$ cat src/rtl/rv64g_pkg.sv
// Shared rv64g pipeline types: decoder output, fetch entries and decode-stage state.
package rv64g_pkg;

  localparam int unsigned RV_XLEN = 64;

  // INVALID is the all-zero encoding so a zeroed command reads as illegal.
  typedef enum logic [4:0] {
    INVALID = 5'd0,
    LUI,
    AUIPC,
    JAL,
    JALR,
    BEQ,
    BNE,
    BLT,
    BGE,
    BLTU,
    BGEU,
    ADDI
  } funct_e;

  typedef struct packed {
    funct_e               funct;
    logic [4:0]           rd;
    logic [4:0]           rs1;
    logic [4:0]           rs2;
    logic [RV_XLEN-1:0]   imm;
  } decoded_instr_t;

  typedef struct packed {
    logic [RV_XLEN-1:0] pc;
    logic [31:0]        code;
  } fetch_entry_t;

  typedef enum logic {
    RUN,
    HALT
  } dec_state_e;

endpackage

$ cat src/rtl/decode_fifo.sv
// Small power-of-two FIFO of fetch entries with synchronous flush.
module decode_fifo
  import rv64g_pkg::*;
#(
  parameter int unsigned DEPTH = 2
) (
  input  logic         clk_i,
  input  logic         arst_i,
  input  logic         flush_i,
  input  logic         push_i,
  input  fetch_entry_t din_i,
  input  logic         pop_i,
  output fetch_entry_t dout_o,
  output logic         full_o,
  output logic         empty_o
);

  localparam int unsigned AW = $clog2(DEPTH);

  fetch_entry_t  mem [DEPTH];
  logic [AW-1:0] wr_ptr;
  logic [AW-1:0] rd_ptr;
  logic [AW:0]   count;
  logic          do_push;
  logic          do_pop;

  assign full_o  = (count == (AW+1)'(DEPTH));
  assign empty_o = (count == '0);
  assign do_push = push_i && !full_o;
  assign do_pop  = pop_i && !empty_o;
  assign dout_o  = mem[rd_ptr];

  always_ff @(posedge clk_i or posedge arst_i) begin
    if (arst_i) begin
      wr_ptr <= '0;
      rd_ptr <= '0;
      count  <= '0;
    end else if (flush_i) begin
      wr_ptr <= '0;
      rd_ptr <= '0;
      count  <= '0;
    end else begin
      if (do_push) wr_ptr <= wr_ptr + AW'(1);
      if (do_pop)  rd_ptr <= rd_ptr + AW'(1);
      case ({do_push, do_pop})
        2'b10:   count <= count + (AW+1)'(1);
        2'b01:   count <= count - (AW+1)'(1);
        default: count <= count;
      endcase
    end
  end

  always_ff @(posedge clk_i) begin
    if (do_push && !flush_i) mem[wr_ptr] <= din_i;
  end

endmodule

$ cat src/rtl/instruction_decoder.sv
// Combinational decoder for the supported rv64g subset; anything else yields an all-zero (INVALID) command.
module instruction_decoder
  import rv64g_pkg::*;
(
  input  logic [31:0]    code_i,
  output decoded_instr_t cmd_o
);

  logic [6:0] opcode;
  logic [2:0] f3;
  logic [4:0] rd;
  funct_e     funct;

  assign opcode = code_i[6:0];
  assign f3     = code_i[14:12];
  assign rd     = code_i[11:7];

  always_comb begin
    funct = INVALID;
    case (opcode)
      7'h37: funct = LUI;
      7'h17: funct = AUIPC;
      7'h6F: if (rd == 5'd0 || rd == 5'd1) funct = JAL;
      7'h67: if (f3 == 3'd0) funct = JALR;
      7'h13: if (f3 == 3'd0) funct = ADDI;
      7'h63: begin
        case (f3)
          3'd0:    funct = BEQ;
          3'd1:    funct = BNE;
          3'd4:    funct = BLT;
          3'd5:    funct = BGE;
          3'd6:    funct = BLTU;
          3'd7:    funct = BGEU;
          default: funct = INVALID;
        endcase
      end
      default: funct = INVALID;
    endcase
  end

  // Operand fields stay zero for INVALID so the whole command is '0.
  always_comb begin
    cmd_o       = '0;
    cmd_o.funct = funct;
    case (funct)
      LUI, AUIPC: begin
        cmd_o.rd  = rd;
        cmd_o.imm = {{32{code_i[31]}}, code_i[31:12], 12'b0};
      end
      JAL: begin
        cmd_o.rd  = rd;
        cmd_o.imm = {{43{code_i[31]}}, code_i[31], code_i[19:12], code_i[20], code_i[30:21], 1'b0};
      end
      JALR, ADDI: begin
        cmd_o.rd  = rd;
        cmd_o.rs1 = code_i[19:15];
        cmd_o.imm = {{52{code_i[31]}}, code_i[31:20]};
      end
      BEQ, BNE, BLT, BGE, BLTU, BGEU: begin
        cmd_o.rs1 = code_i[19:15];
        cmd_o.rs2 = code_i[24:20];
        cmd_o.imm = {{51{code_i[31]}}, code_i[31], code_i[7], code_i[30:25], code_i[11:8], 1'b0};
      end
      default: cmd_o = '0;
    endcase
  end

endmodule

$ cat src/rtl/decode_stage_ctrl.sv
// Decode-stage sequencer: buffers fetched entries, decodes the head and registers it toward issue; halts on illegal code.
module decode_stage_ctrl
  import rv64g_pkg::*;
#(
  parameter int unsigned XLEN       = 64,
  parameter int unsigned FIFO_DEPTH = 2
) (
  input  logic           clk_i,
  input  logic           arst_i,
  input  logic           flush_i,
  input  logic [XLEN-1:0] fetch_pc_i,
  input  logic [31:0]    fetch_code_i,
  input  logic           fetch_valid_i,
  output logic           fetch_ready_o,
  output decoded_instr_t dec_cmd_o,
  output logic [XLEN-1:0] dec_pc_o,
  output logic           dec_illegal_o,
  output logic           dec_valid_o,
  input  logic           dec_ready_i,
  output logic [XLEN-1:0] dec_count_o,
  output logic           halted_o
);

  dec_state_e     state;
  logic           accept_en;
  logic           fifo_full;
  logic           fifo_empty;
  logic           push;
  logic           load;
  logic           head_illegal;
  fetch_entry_t   push_entry;
  fetch_entry_t   head;
  decoded_instr_t head_cmd;

  // accept_en keeps ready low until the first edge after reset release.
  assign fetch_ready_o = accept_en && !fifo_full && (state == RUN) && !flush_i;
  assign push          = fetch_valid_i && fetch_ready_o;
  assign load          = !fifo_empty && (state == RUN) && (!dec_valid_o || dec_ready_i) && !flush_i;
  assign head_illegal  = (head_cmd.funct == INVALID);
  assign halted_o      = (state == HALT);
  assign push_entry    = '{pc: RV_XLEN'(fetch_pc_i), code: fetch_code_i};

  decode_fifo #(
    .DEPTH (FIFO_DEPTH)
  ) u_fifo (
    .clk_i   (clk_i),
    .arst_i  (arst_i),
    .flush_i (flush_i),
    .push_i  (push),
    .din_i   (push_entry),
    .pop_i   (load),
    .dout_o  (head),
    .full_o  (fifo_full),
    .empty_o (fifo_empty)
  );

  instruction_decoder u_decoder (
    .code_i (head.code),
    .cmd_o  (head_cmd)
  );

  always_ff @(posedge clk_i or posedge arst_i) begin
    if (arst_i) begin
      state         <= RUN;
      accept_en     <= 1'b0;
      dec_valid_o   <= 1'b0;
      dec_cmd_o     <= '0;
      dec_pc_o      <= '0;
      dec_illegal_o <= 1'b0;
      dec_count_o   <= '0;
    end else begin
      accept_en <= 1'b1;
      if (flush_i) begin
        state         <= RUN;
        dec_valid_o   <= 1'b0;
        dec_illegal_o <= 1'b0;
        dec_cmd_o     <= '0;
      end else begin
        if (dec_valid_o && dec_ready_i) dec_count_o <= dec_count_o + XLEN'(1);
        if (load) begin
          dec_valid_o   <= 1'b1;
          dec_cmd_o     <= head_cmd;
          dec_pc_o      <= XLEN'(head.pc);
          dec_illegal_o <= head_illegal;
          if (head_illegal) state <= HALT;
        end else if (dec_valid_o && dec_ready_i) begin
          dec_valid_o <= 1'b0;
        end
      end
    end
  end

endmodule

$ cat config.mk
export PLATFORM = sky130hd
export DESIGN_NAME = decode_stage_ctrl
export DESIGN_NICKNAME = d
export VERILOG_FILES = /design/src/rtl/rv64g_pkg.sv /design/src/rtl/decode_fifo.sv /design/src/rtl/instruction_decoder.sv /design/src/rtl/decode_stage_ctrl.sv
export SDC_FILE = /design/constraint.sdc
export NUM_CORES = 1
export LEC_CHECK = 0
export CORE_MARGIN = 4
export CORE_UTILIZATION = 35
export CTS_CLUSTER_SIZE = 16
export DETAILED_ROUTE_END_ITERATION = 10
export PLACE_DENSITY = 0.66
export SYNTH_ARGS = -nofsm -noshare
export SYNTH_HDL_FRONTEND = slang
export SYNTH_SLANG_ARGS = --single-unit
export TNS_END_PERCENT = 100
$ cat constraint.sdc
create_clock -name clk_i -period 7.3 [get_ports clk_i]
set_input_delay 0.73 -clock clk_i [delete_from_list [all_inputs] [get_ports clk_i]]
set_output_delay 0.73 -clock clk_i [all_outputs]
set_load 0.03 [all_outputs]
## Word-level counts from Yosys, hierarchy flattened

Memories as Yosys holds them, arrays and structs flattened.
Cells that the tools add are included.

- Register bits after elaboration: 220
- Bits in latches: 0
- Memory bits (writable): 192
- Bits in read-only memories: 0
- Bits of input ports: 101
- Output and inout bits: 216
- Word-level logic and storage cells: 112
- Memories kept: 1

- Add/subtract/negate cells: 5
- $mul: 0
- Div/mod/pow operators: 0
- Magnitude comparators: 0
- Equal/unequal tests: 26
- Shifts and indexed selects: 0
- Mux-type cells: 28
- Bitwise gates (word level): 2
- Reduce and logical (&&, ||, !) cells: 36

Memory list:

| memory | words | bits a word | rd ports | clocked after Yosys merged registers in | wr ports | line | text |
|---|---|---|---|---|---|---|---|
| u_fifo.mem | 2 | 96 | 1 | 0 | 1 | decode_fifo.sv:20 | `fetch_entry_t mem [DEPTH];` |

Operators by type and width:

| kind | count |
|---|---|
| case mux 64 bit (4 select lines) | 1 |
| two-way mux 84 bit | 2 |
| adder 64 x 1 -> 64 bit (second input constant) | 1 |
| case mux 5 bit (6 select lines) | 1 |
| case mux 4 bit (6 select lines) | 1 |
| equality test 7 bit (second input constant) | 3 |
| equality test 5 x 3 -> 1 bit (second input constant) | 4 |
| equality test 5 x 4 -> 1 bit (second input constant) | 4 |
| two-way mux 5 bit | 4 |
| equality test 7 x 5 -> 1 bit (second input constant) | 2 |
| two-way mux 1 bit | 14 |
| equality test 3 bit (second input constant) | 4 |
| logical AND 1 bit | 11 |
| OR reduction 11 bit | 1 |
| equality test 5 x 1 -> 1 bit (second input constant) | 2 |
| equality test 5 x 2 -> 1 bit (second input constant) | 2 |
| logical NOT 5 bit | 2 |
| nonzero test 2 bit | 4 |
| OR reduction 8 bit | 1 |
| equality test 7 x 6 -> 1 bit (second input constant) | 1 |
| AND reduction 2 bit | 3 |
| nonzero test 3 bit | 2 |
| OR reduction 6 bit | 1 |
| OR reduction 5 bit | 1 |
| other kinds (16) | 25 |

## Logic depth before layout (Yosys ltp)

Gate-level depths: netlist of run 1.
An unclocked memory read counts as a cell.

- Depth after elaboration: 12
- Gate-level depth with buffers: 8

## By module

A second synthesis of run 1 with hierarchy kept.

- Cell total of the unflattened synthesis: 1,089
- Area, all modules: 16,636.0 um^2

Modules (own cells, without submodules):

| module | instances | cells each | area an instance (um^2) | sequential area each (um^2) |
|---|---|---|---|---|
| decode_stage_ctrl | 1 | 629 | 8,514.4 | 5,405.2 |
| decode_fifo | 1 | 326 | 7,163.1 | 5,865.6 |
| instruction_decoder | 1 | 134 | 958.4 | 0.0 |

## Least setup slack after synthesis of run 1

No wires, ideal clock.

- Path kind: input -> register
- From: input port flush_i
- To: memory u_fifo.mem[0][0] in the netlist's numbering (enable)
- Library setup time: 0.552 ns
- Arrival: 6.440 ns
- Setup slack: 0.308 ns
- Cell stages on the path: 4
- Buffers on the path: 1
- Cells stage by stage: buf_6 > nor4b_1 > nand2_1 > nor2_1

- Word-level cells in the longest chain between the ends: 7

Ends and longest elaborated chain:

| element | line | text |
|---|---|---|
| start: declaration | decode_stage_ctrl.sv:10 | `input logic flush_i,` |
| logical NOT 1 bit | decode_stage_ctrl.sv:36 | `assign fetch_ready_o = accept_en && !fifo_full && (state == RUN) && !flush_i;` |
| logical AND 1 bit | decode_stage_ctrl.sv:36 |  |
| net fetch_ready_o | decode_stage_ctrl.sv:14 | `output logic fetch_ready_o,` |
| logical AND 1 bit | decode_stage_ctrl.sv:37 | `assign push = fetch_valid_i && fetch_ready_o;` |
| logical AND 1 bit | decode_fifo.sv:29 | `assign do_push = push_i && !full_o;` |
| logical AND 1 bit | decode_fifo.sv:54 | `if (do_push && !flush_i) mem[wr_ptr] <= din_i;` |
| two-way mux 1 bit | decode_fifo.sv:54 |  |
| two-way mux 1 bit (not written as such) | decode_fifo.sv:54 |  |
| end: declaration | decode_fifo.sv:20 |  |

The timed path passes the listed nets, and every way through them passes these cells.

## Final worst setup path of run 1

- From: register u_fifo.rd_ptr
- To: register dec_cmd_o[17] in the netlist's numbering

- Word-level cells in the longest chain between the ends: 10

Ends and longest elaborated chain:

| element | line | text |
|---|---|---|
| start: declaration | decode_fifo.sv:22 | `logic [AW-1:0] rd_ptr;` |
| start signal: assignment | decode_fifo.sv:44 | `if (do_pop) rd_ptr <= rd_ptr + AW'(1);` |
| memory (2 x 96 bit) * | - |  |
| parallel branches: the longest is 6 deep, another holds case mux 4 bit (6 select lines) | - |  |
| case mux 64 bit (4 select lines) * | instruction_decoder.sv:45 | `case (funct)` |
| two-way mux 84 bit * | decode_stage_ctrl.sv:80 | `if (load) begin` |
| two-way mux 84 bit * | decode_stage_ctrl.sv:73 | `if (flush_i) begin` |
| end signal: assignment | decode_stage_ctrl.sv:82 | `dec_cmd_o <= head_cmd;` |
| end: declaration | decode_stage_ctrl.sv:15 | `output decoded_instr_t dec_cmd_o,` |

Every way passes the cells marked *. The select of a mux whose other input is x is not followed.
A chain may end at the register's enable or synchronous reset.

==> results of run 1 <==
==> synthesized netlist by cell type, types with 4 or more instances <==
library cell  count
a21o_1            6
a21oi_1          28
a22o_1           12
a22oi_1           5
and3_1           10
and4_1            6
buf_2            12
buf_4            34
clkbuf_1         24
dfrtp_1         187
edfxtp_1        192
inv_1            12
mux2_2           11
mux2i_1          78
nand2_1         117
nand2b_1          9
nand3_1          30
nand4_1          20
nor2_1           34
nor3_1           11
nor3b_1           4
nor4_1            5
o21ai_0          93
o22ai_1          12
xnor2_1          43
xor2_1           23
==> power groups by stage <==
stage | Sequential (mW) | Clock, mW | Combinational [mW]
after floorplan | 3.06 | 0 | 0.582
after global placement | 2.75 | 0 | 1.55
after detailed placement | 2.75 | 0 | 1.58
after CTS | 2.72 | 2.05 | 1.58
after global routing | 2.75 | 2.14 | 1.68
final | 2.72 | 1.99 | 1.56
==> state kept, by name (all words and copies together) (netlist names) <==
signal and cells:
accept_en 1, dec_cmd_o 51, dec_count_o 64, dec_illegal_o 1
dec_pc_o 64, dec_valid_o 1, halted_o 1, u_fifo.count 2
u_fifo.mem 192, u_fifo.rd_ptr 1, u_fifo.wr_ptr 1
==> worst paths after layout <==
kind,cells past startpoint,end,slack [ns],start
max,6,dec_cmd_o[17],3.68,u_fifo.rd_ptr
min,1,dec_count_o[63],0.47,dec_count_o[63]
max reg2reg,6,dec_cmd_o[17],3.68,u_fifo.rd_ptr
min reg2reg,1,dec_count_o[63],0.47,dec_count_o[63]
max in group asynchronous,3,dec_count_o[29],5.22,arst_i
min in group asynchronous,2,dec_count_o[16],0.74,arst_i
==> worst max-delay path: stages (launching register included) <==
cell and delay [ns]:
dfrtp_4 0.97, nor4b_1 0.58, nor2_1 0.13, o32ai_1 1.02, nor3_1 0.25, o21ai_2 0.32, o21ai_0 0.19
==> layer usage <==
metal	GRT usage, %	vias to the layer above
met4	5.04	2
met2	24.7	343
met1	20.2	4759
met3	5.37	51
li1	-	4526
met5	0	-
==> stage by stage <==
step	std cells	total power [mW]	setup WS, ns
2_1_floorplan	1087	3.64	0.308
4_1_cts	1950	6.35	3.71
6_report	1953	6.27	3.68
3_3_place_gp	1874	4.30	3.22
3_5_place_dp	1874	4.33	3.22
5_1_grt	1952	6.58	3.47
==> area by class of cell <==
type / instances / share of cell area [%]
multi-input combinational: 620 / 20.6
timing repair buffer: 324 / 16.3
clock inverter: 14 / 0.658
sequential: 379 / 52.8
clock buffer: 62 / 5.90
inverter: 12 / 0.266
antenna: 3 / 0.0380
tap: 539 / 3.41
==> logic make-up (layout without fill, tap and decap cells) <==
group                    Yosys count  in the layout  synth area share, %
AO/OA/AOI/OAI                    179            179                 7.05
AND/OR/NAND/NOR                  282            282                 9.83
adder cells (fa/ha/maj)            1              1               0.0835
flip-flops                       379            379                 69.7
other                              2              5               0.0501
XOR/XNOR                          67             67                 3.97
buffers and inverters             88            412                 3.27
multiplexers                      89             89                 6.04
==> metrics.txt, run 1 <==
met3 WL=3.29 mm; Fin. Hold Viols=0; worst skew pair latency=0.55 ns; Post-Route WL=37.0 mm; Max rail drop VDD=0.224 mV; Tmin final=3.62 ns; post-synth top area cell=edfxtp_1; area of the multi-input gates=4080 sq um; vias in the first global route=9817; DR vias=9681; critical path fanouts, max=61; postcts setup bufs=0; Clock transition at path regs=0.06 ns; hold crit path type=register to register; CTS Buf Count=41; Port Buffers=315; Fmax achieved=276 MHz; PostCTS Resize Cnt=0; largest net degree at the start of global routing=135; Final setup viols=0; Overflow after GRT=0; Residual DRC=0; Clock Power Share=31.7%; Slew Limit Fails=0; M1 WL=15.8 mm; Setup crit end kind=register; DP HPWL=25.3 mm; PwrDens=317 nW/um^2; Leakage=7.56 nW; #FFs+latches synth=379; antenna-violating nets left=0; worst hold slack=0.470 ns; Final Cycle Share=49.7%; sequential power share=43.4%; Critical Path AT=4.02 ns; met2 routed WL=17.1 mm; worst slew pin tran=1.19 ns; combinational share of power=24.9%; CTS Sinks=379; Ys Warns=0; max layer used=met5; Die Wd=215 um; post-DR vias/cell=4.96; setup TNS=0 ns; number of H-tree levels=2; mean post-synth cell area=13.8 sq um; Worst Skew=0.0111 ns; first-pass GRT wire length=57.0 mm; Area after DPL=18500 sq um; Design Area, Final=19800 sq um; Reg area=10400 sq um; Yosys top cell area share=38.5%; Clock Path Buffers=3; post-layout util=46.9%; initial DRC count=789; share of flip-flops with an asynchronous set or reset=49.3%; status=finished clean; Mapped Nets=1189; Final Wtd Congestion=0.849; layout cells sized above 1=7.37%; largest cells by area after synthesis=edfxtp_1, dfrtp_1, mux2i_1; Required @ worst endpoint=7.70 ns; Post-synth EDFFs=192; WL/cell=19.0 um; Sw Pwr=1.99 mW; Synth-to-Final Area Change=32.0%; Seq/Total Area, Yosys=69.7%; fin nets=1480; number of core rows=75; most common cell after layout, fill and taps aside=clkdlybuf4s50_1; I/O pins=317; CORE AREA=42100 sq um; Max-Cap Viols=0; synth unique cells=72; die footprint=46200 sq um; Gate Count Post-Synth=1087; hold buffers post-CTS=0; slew margin rel.=20.3%; antenna violations before repair=5; Pint=4.27 mW; Fillers=3661; most frequent cells in the layout=clkdlybuf4s50_1, edfxtp_1, dfrtp_1; drt first pass iters=7; initial core utilization=35.6%; kind of critical path=register to register; Post-synth top flop=edfxtp_1; CP Launch Type=register; Die H=215 um; clock root cell=clkbuf_16; Net Sw Frac=31.8%; CTS tree=yes; RSZ-0062 raised after global routing=false; Mapped Area=15000 sq um; GR Util All Layers=15.6%
(Power assumes the default switching activity.)
==> run 2, diff against run 1 <==
Clock period 7.3 ns to 3.6 ns, I/O delays scaled along.
==> run 2 against run 1 <==
Compared with the run above:
- setup slack lost 3.1 ns
- routed wire length up 2.7%
- largest power group unchanged
- total power up 100%
- cell area grew 0.51%
- sequential power is 99% higher
- core utilization increased by 0.24 points
- highest routed layer unchanged
- combinational power up 110%
- critical endpoint unchanged
- hold slack lost 0.26 ns
==> metrics.txt, run 2 (same netlist as run 1, synthesis figures left out) <==
max FFs per register=192 (unchanged); Required @ worst endpoint=3.99 ns (was 7.70 ns); Final Cycle Share=84.1% (was 49.7%); worst skew pair latency=0.55 ns (about the same); worst r2r src=u_fifo.rd_ptr (unchanged); antenna-violating nets left=0 (unchanged); CP Cell Sequence=nor4b_1 -> nor2_1 -> o32ai_1 -> nor3_1 -> o21ai_2 -> o21ai_0 (unchanged); CP max-delay cell=o32ai_1 (unchanged); CP Launch Type=register (unchanged); number of H-tree levels=2 (unchanged); setup TNS=0 ns (unchanged); Final Wtd Congestion=0.843 (was 0.849); Fin. Hold Viols=0 (unchanged); worst slew pin tran=1.11 ns (was 1.19 ns); Clock Path Buffers=3 (unchanged); I/O pins=317 (unchanged); status=finished clean (unchanged); Levels on crit path=6 (unchanged); most common cell after layout, fill and taps aside=clkdlybuf4s50_1 (unchanged); Clock Power Share=31.2% (was 31.7%); Worst Reg-to-Reg Cells=6 (unchanged); Pint=8.61 mW (was 4.27 mW); combinational share of power=25.9% (was 24.9%); Max-Cap Viols=0 (unchanged); top flop regs=u_fifo.mem x192, dec_count_o x64, dec_pc_o x64 (unchanged); register with the most flip-flops=u_fifo.mem (unchanged); largest net degree at the start of global routing=136 (was 135); R2R Setup Slk=0.57 ns (was 3.68 ns); Area after DPL=18600 sq um (was 18500 sq um); PostCTS Resize Cnt=0 (unchanged); fin nets=1490 (was 1480); hold crit path type=primary input to asynchronous set/reset pin (was register to register); RSZ-0062 raised after global routing=false (unchanged); Clock transition at path regs=0.06 ns (about the same); Fmax achieved=330 MHz (was 276 MHz); Residual DRC=0 (unchanged); Overflow after GRT=0 (unchanged); DR vias=9752 (was 9681); DP HPWL=26.2 mm (was 25.3 mm); hold buffers post-CTS=0 (unchanged); Setup crit start=u_fifo.rd_ptr (unchanged); Net Sw Frac=31.9% (was 31.8%); post-layout util=47.2% (was 46.9%); CTS tree=yes (unchanged); CTS Buf Count=41 (unchanged); Worst Skew=0.0149 ns (was 0.0111 ns); post-DR vias/cell=4.98 (was 4.96); Setup crit end kind=register (unchanged); Port Buffers=315 (unchanged); most frequent cells in the layout=clkdlybuf4s50_1, edfxtp_1, dfrtp_1 (unchanged); sequential power share=42.9% (was 43.4%); initial core utilization=35.6% (unchanged); Crit path largest cell delay=0.95 ns (was 1.02 ns); postcts setup bufs=0 (unchanged); drt first pass iters=5 (was 7); kind of critical path=register to register (unchanged); clock root cell=clkbuf_16 (unchanged); Synth-to-Final Area Change=32.7% (was 32.0%); critical path fanouts, max=28 (was 61); layout cells sized above 1=8.03% (was 7.37%); vias in the first global route=10100 (was 9817); WL/cell=19.4 um (was 19.0 um); family with the most delay on the worst path=compound AO/OA/AOI/OAI gates (unchanged); Die H=215 um (unchanged); initial DRC count=586 (was 789); Final setup viols=0 (unchanged); Tmin final=3.03 ns (was 3.62 ns); PwrDens=636 nW/um^2 (was 317 nW/um^2); Worst Setup EP=dec_cmd_o[17] (unchanged); CTS Sinks=379 (unchanged); Design Area, Final=19900 sq um (was 19800 sq um); first-pass GRT wire length=59.4 mm (was 57.0 mm); Critical Path AT=3.42 ns (was 4.02 ns); Sw Pwr=4.02 mW (was 1.99 mW); Worst Path Buf+Inv=0 (unchanged); antenna violations before repair=3 (was 5); Slew Limit Fails=0 (unchanged); worst r2r dst=dec_cmd_o[17] (unchanged); die footprint=46200 sq um (unchanged); slew margin rel.=25.6% (was 20.3%); Post-Route WL=38.0 mm (was 37.0 mm); number of core rows=75 (unchanged); Die Wd=215 um (unchanged); CORE AREA=42100 sq um (unchanged); Max rail drop VDD=0.593 mV (was 0.224 mV); GR Util All Layers=16.4% (was 15.6%); Leakage=7.61 nW (was 7.56 nW)
run 2: cell count changes in the layout (fill, tap and decap cells not counted), sizes merged:
cell / before / now
buf: 9 / 19
clkbuf: 62 / 58
clkinv: 11 / 14
bufinv: 1 / 0
diode: 3 / 2
run 2: worst register-to-register path: cells and delay by family, from the launching register on:
family          cells  cell delay (ns)
flops               1             0.58
simple gates        3             0.85
compound gates      3             1.46
run 2: worst min path at each step:
stage,start,endpoint,slack [ns],cells past startpoint
after floorplan,fetch_code_i[0],u_fifo.mem[0][0],0.46,0
after global placement,dec_cmd_o[25],dec_cmd_o[25],0.46,1
after detailed placement,dec_cmd_o[25],dec_cmd_o[25],0.46,1
after CTS,arst_i,dec_pc_o[51],0.19,2
after global routing,arst_i,dec_pc_o[51],0.25,2
final,arst_i,dec_pc_o[53],0.21,2
run 2: layer usage:
metal  global-route usage (%)  routed length, um
met1                     20.7              15600
met2                     26.0              17600
met3                     6.45               3940
met4                     5.21                869
met5                        0                 13
run 2: metrics by stage:
| step | hold slack [ns] | std cells | total power [mW] | setup WS, ns |
|---|---|---|---|---|
| 5_1_grt | 0.254 | 1959 | 13.3 | 0.376 |
| 6_report | 0.210 | 1960 | 12.6 | 0.572 |
| 2_1_floorplan | 0.459 | 1087 | 7.37 | 0.117 |
| 3_3_place_gp | 0.462 | 1884 | 8.77 | 0.674 |
| 4_1_cts | 0.192 | 1958 | 12.8 | 0.621 |
| 3_5_place_dp | 0.465 | 1884 | 8.81 | 0.636 |
run 2: layout make-up:
type,count,area (sq um)
diodes,2,5.00
well taps,539,674
fillers,3717,22300
clock buffers,58,1160
repair buffers,334,3370
multi-input cells,620,4080
inverters,12,48.8
flip-flops and latches,379,10400
clock inverters,16,87.6
run 2: power by group through the flow:
stage / clock (mW) / combinational (mW) / sequential, mW
final: 3.94 / 3.28 / 5.42
after detailed placement: 0 / 3.32 / 5.49
after floorplan: 0 / 1.18 / 6.19
after CTS: 4.07 / 3.33 / 5.43
after global routing: 4.25 / 3.54 / 5.49
after global placement: 0 / 3.28 / 5.49
==> run 3, diff against run 2 <==
Clock period 3.6 ns to 3.2 ns, I/O delays scaled along.
==> run 3 against run 2 <==
Compared with the run above:
- clock skew about the same
- die area unchanged
- setup slack got worse by 0.11 ns
- non-clock buffer count increased by 9
- sequential cell count unchanged
- global-route usage decreased by 0.092 points
- core utilization increased by 0.57 points
- cell area increased by 1.2%
- hold slack got worse by 0.048 ns
- sequential share of layout area decreased by 0.63 points
- sequential power increased by 13%
- via count increased by 0.32%
==> metrics.txt, run 3 (same netlist as run 1, synthesis figures left out) <==
Crit path largest cell delay=0.59 ns (was 0.95 ns); CORE AREA=42100 sq um (unchanged); drt first pass iters=5 (unchanged); initial DRC count=769 (was 586); antenna violations before repair=6 (was 3); I/O pins=317 (unchanged); first-pass GRT wire length=59.7 mm (was 59.4 mm); PwrDens=730 nW/um^2 (was 636 nW/um^2); post-DR vias/cell=4.96 (was 4.98); Max rail drop VDD=0.574 mV (was 0.593 mV); Fin. Hold Viols=0 (unchanged); GR Util All Layers=16.3% (was 16.4%); Final Cycle Share=85.5% (was 84.1%); clock root cell=clkbuf_16 (unchanged); Area after DPL=18700 sq um (was 18600 sq um); largest net degree at the start of global routing=136 (unchanged); die footprint=46200 sq um (unchanged); Worst Reg-to-Reg Cells=6 (unchanged); initial core utilization=35.6% (unchanged); Clock transition at path regs=0.06 ns (about the same); Worst Skew=0.0145 ns (was 0.0149 ns); worst r2r dst=dec_cmd_o[13] (was dec_cmd_o[17]); Fillers=3673 (was 3717); vias in the first global route=10400 (was 10100); postcts setup bufs=0 (unchanged); max FFs per register=192 (unchanged); layout cells sized above 1=9.10% (was 8.03%); number of core rows=75 (unchanged); Leakage=7.74 nW (was 7.61 nW); Worst Path Buf+Inv=0 (unchanged); Tmin final=2.74 ns (was 3.03 ns); CP Cell Sequence=or3b_1 -> a22oi_1 -> or3b_2 -> nor2_1 -> o21ai_2 -> o21ai_0 (was nor4b_1 -> nor2_1 -> o32ai_1 -> nor3_1 -> o21ai_2 -> o21ai_0); Final setup viols=0 (unchanged); hold crit path type=primary input to asynchronous set/reset pin (unchanged); antenna-violating nets left=0 (unchanged); Worst Setup EP=dec_cmd_o[13] (was dec_cmd_o[17]); critical path fanouts, max=27 (was 28); CTS Sinks=379 (unchanged); Die H=215 um (unchanged); Setup crit start=u_fifo.rd_ptr (unchanged); CTS Buf Count=42 (was 41); family with the most delay on the worst path=simple AND/OR/NAND/NOR gates (was compound AO/OA/AOI/OAI gates); R2R Setup Slk=0.46 ns (was 0.57 ns); DP HPWL=26.2 mm (about the same); Critical Path AT=3.19 ns (was 3.42 ns); Fmax achieved=366 MHz (was 330 MHz); Clock Path Buffers=3 (unchanged); Final Wtd Congestion=0.828 (was 0.843); RSZ-0062 raised after global routing=false (unchanged); most frequent cells in the layout=clkdlybuf4s50_1, edfxtp_1, dfrtp_1 (unchanged); slew margin rel.=27.4% (was 25.6%); CP max-delay cell=dfrtp_4 (was o32ai_1); worst r2r src=u_fifo.rd_ptr (unchanged); status=finished clean (unchanged); Levels on crit path=6 (unchanged); CP Launch Type=register (unchanged); hold buffers post-CTS=0 (unchanged); Post-Route WL=38.0 mm (about the same); WL/cell=19.3 um (was 19.4 um); Residual DRC=0 (unchanged); fin nets=1500 (was 1490); worst slew pin tran=1.09 ns (was 1.11 ns); Setup crit end kind=register (unchanged); most common cell after layout, fill and taps aside=clkdlybuf4s50_1 (unchanged); worst skew pair latency=0.55 ns (about the same); PostCTS Resize Cnt=0 (unchanged); Die Wd=215 um (unchanged); Slew Limit Fails=0 (unchanged); Required @ worst endpoint=3.65 ns (was 3.99 ns); top flop regs=u_fifo.mem x192, dec_count_o x64, dec_pc_o x64 (unchanged); CTS tree=yes (unchanged); Design Area, Final=20100 sq um (was 19900 sq um); Overflow after GRT=0 (unchanged); worst hold slack=0.163 ns (was 0.210 ns); Max-Cap Viols=0 (unchanged); Port Buffers=315 (unchanged); Synth-to-Final Area Change=34.3% (was 32.7%); register with the most flip-flops=u_fifo.mem (unchanged); post-layout util=47.8% (was 47.2%); number of H-tree levels=2 (unchanged); kind of critical path=register to register (unchanged); DR vias=9783 (was 9752); Pwr Total=14.7 mW (was 12.6 mW)
[run 3: changes by cell type in the layout (fill, tap and decap cells not counted), sizes merged]
| cell | previous run | this run |
|---|---|---|
| diode | 2 | 3 |
| buf | 19 | 28 |
| bufinv | 0 | 3 |
| clkbuf | 58 | 61 |
| clkinv | 14 | 9 |
[run 3: final cells by class]
class	instances	area, sq um	share of cell area (%)
flip-flops and latches	379	10400	51.9
inverters	12	48.8	0.243
multi-input cells	620	4090	20.3
clock buffers	61	1250	6.23
well taps	539	674	3.35
diodes	3	7.51	0.0373
repair buffers	343	3440	17.1
clock inverters	14	155	0.771
[run 3: worst min-delay path by stage]
| stage | slack [ns] | cells past startpoint | startpoint | end |
|---|---|---|---|---|
| global route | 0.18 | 2 | arst_i | dec_pc_o[54] |
| global placement | 0.46 | 1 | dec_count_o[63] | dec_count_o[63] |
| detailed placement | 0.47 | 1 | dec_cmd_o[27] | dec_cmd_o[27] |
| floorplan | 0.42 | 0 | fetch_code_i[0] | u_fifo.mem[0][0] |
| CTS | 0.15 | 2 | arst_i | dec_pc_o[54] |
| finish | 0.16 | 2 | arst_i | dec_pc_o[54] |
[run 3: report_power, final]
group | internal [mW] | switching, mW | leakage [nW]
Clock | 2.96 | 1.89 | 0.699
Combinational | 1.46 | 2.26 | 2.82
Sequential | 5.73 | 0.395 | 4.22
Total | 10.1 | 4.55 | 7.74
[run 3: per-layer routing]
layer  global-route usage (%)  part of all wire, %  up-vias
met3                     5.96                  9.8       66
met2                     25.8                   45      362
met4                     5.14                  2.7        4
met1                     20.9                   42     4800
li1                         -                    -     4551
met5                        0                0.089        -
[run 3: per-stage QoR]
| step | worst slack (ns) | TNS, ns | instances |
|---|---|---|---|
| 6_report | 0.464 | 0 | 1971 |
| 5_1_grt | 0.222 | 0 | 1969 |
| 4_1_cts | 0.494 | 0 | 1968 |
| 3_5_place_dp | 0.412 | 0 | 1893 |
| 3_3_place_gp | 0.452 | 0 | 1893 |
| 2_1_floorplan | -0.0319 | -3.06 | 1087 |
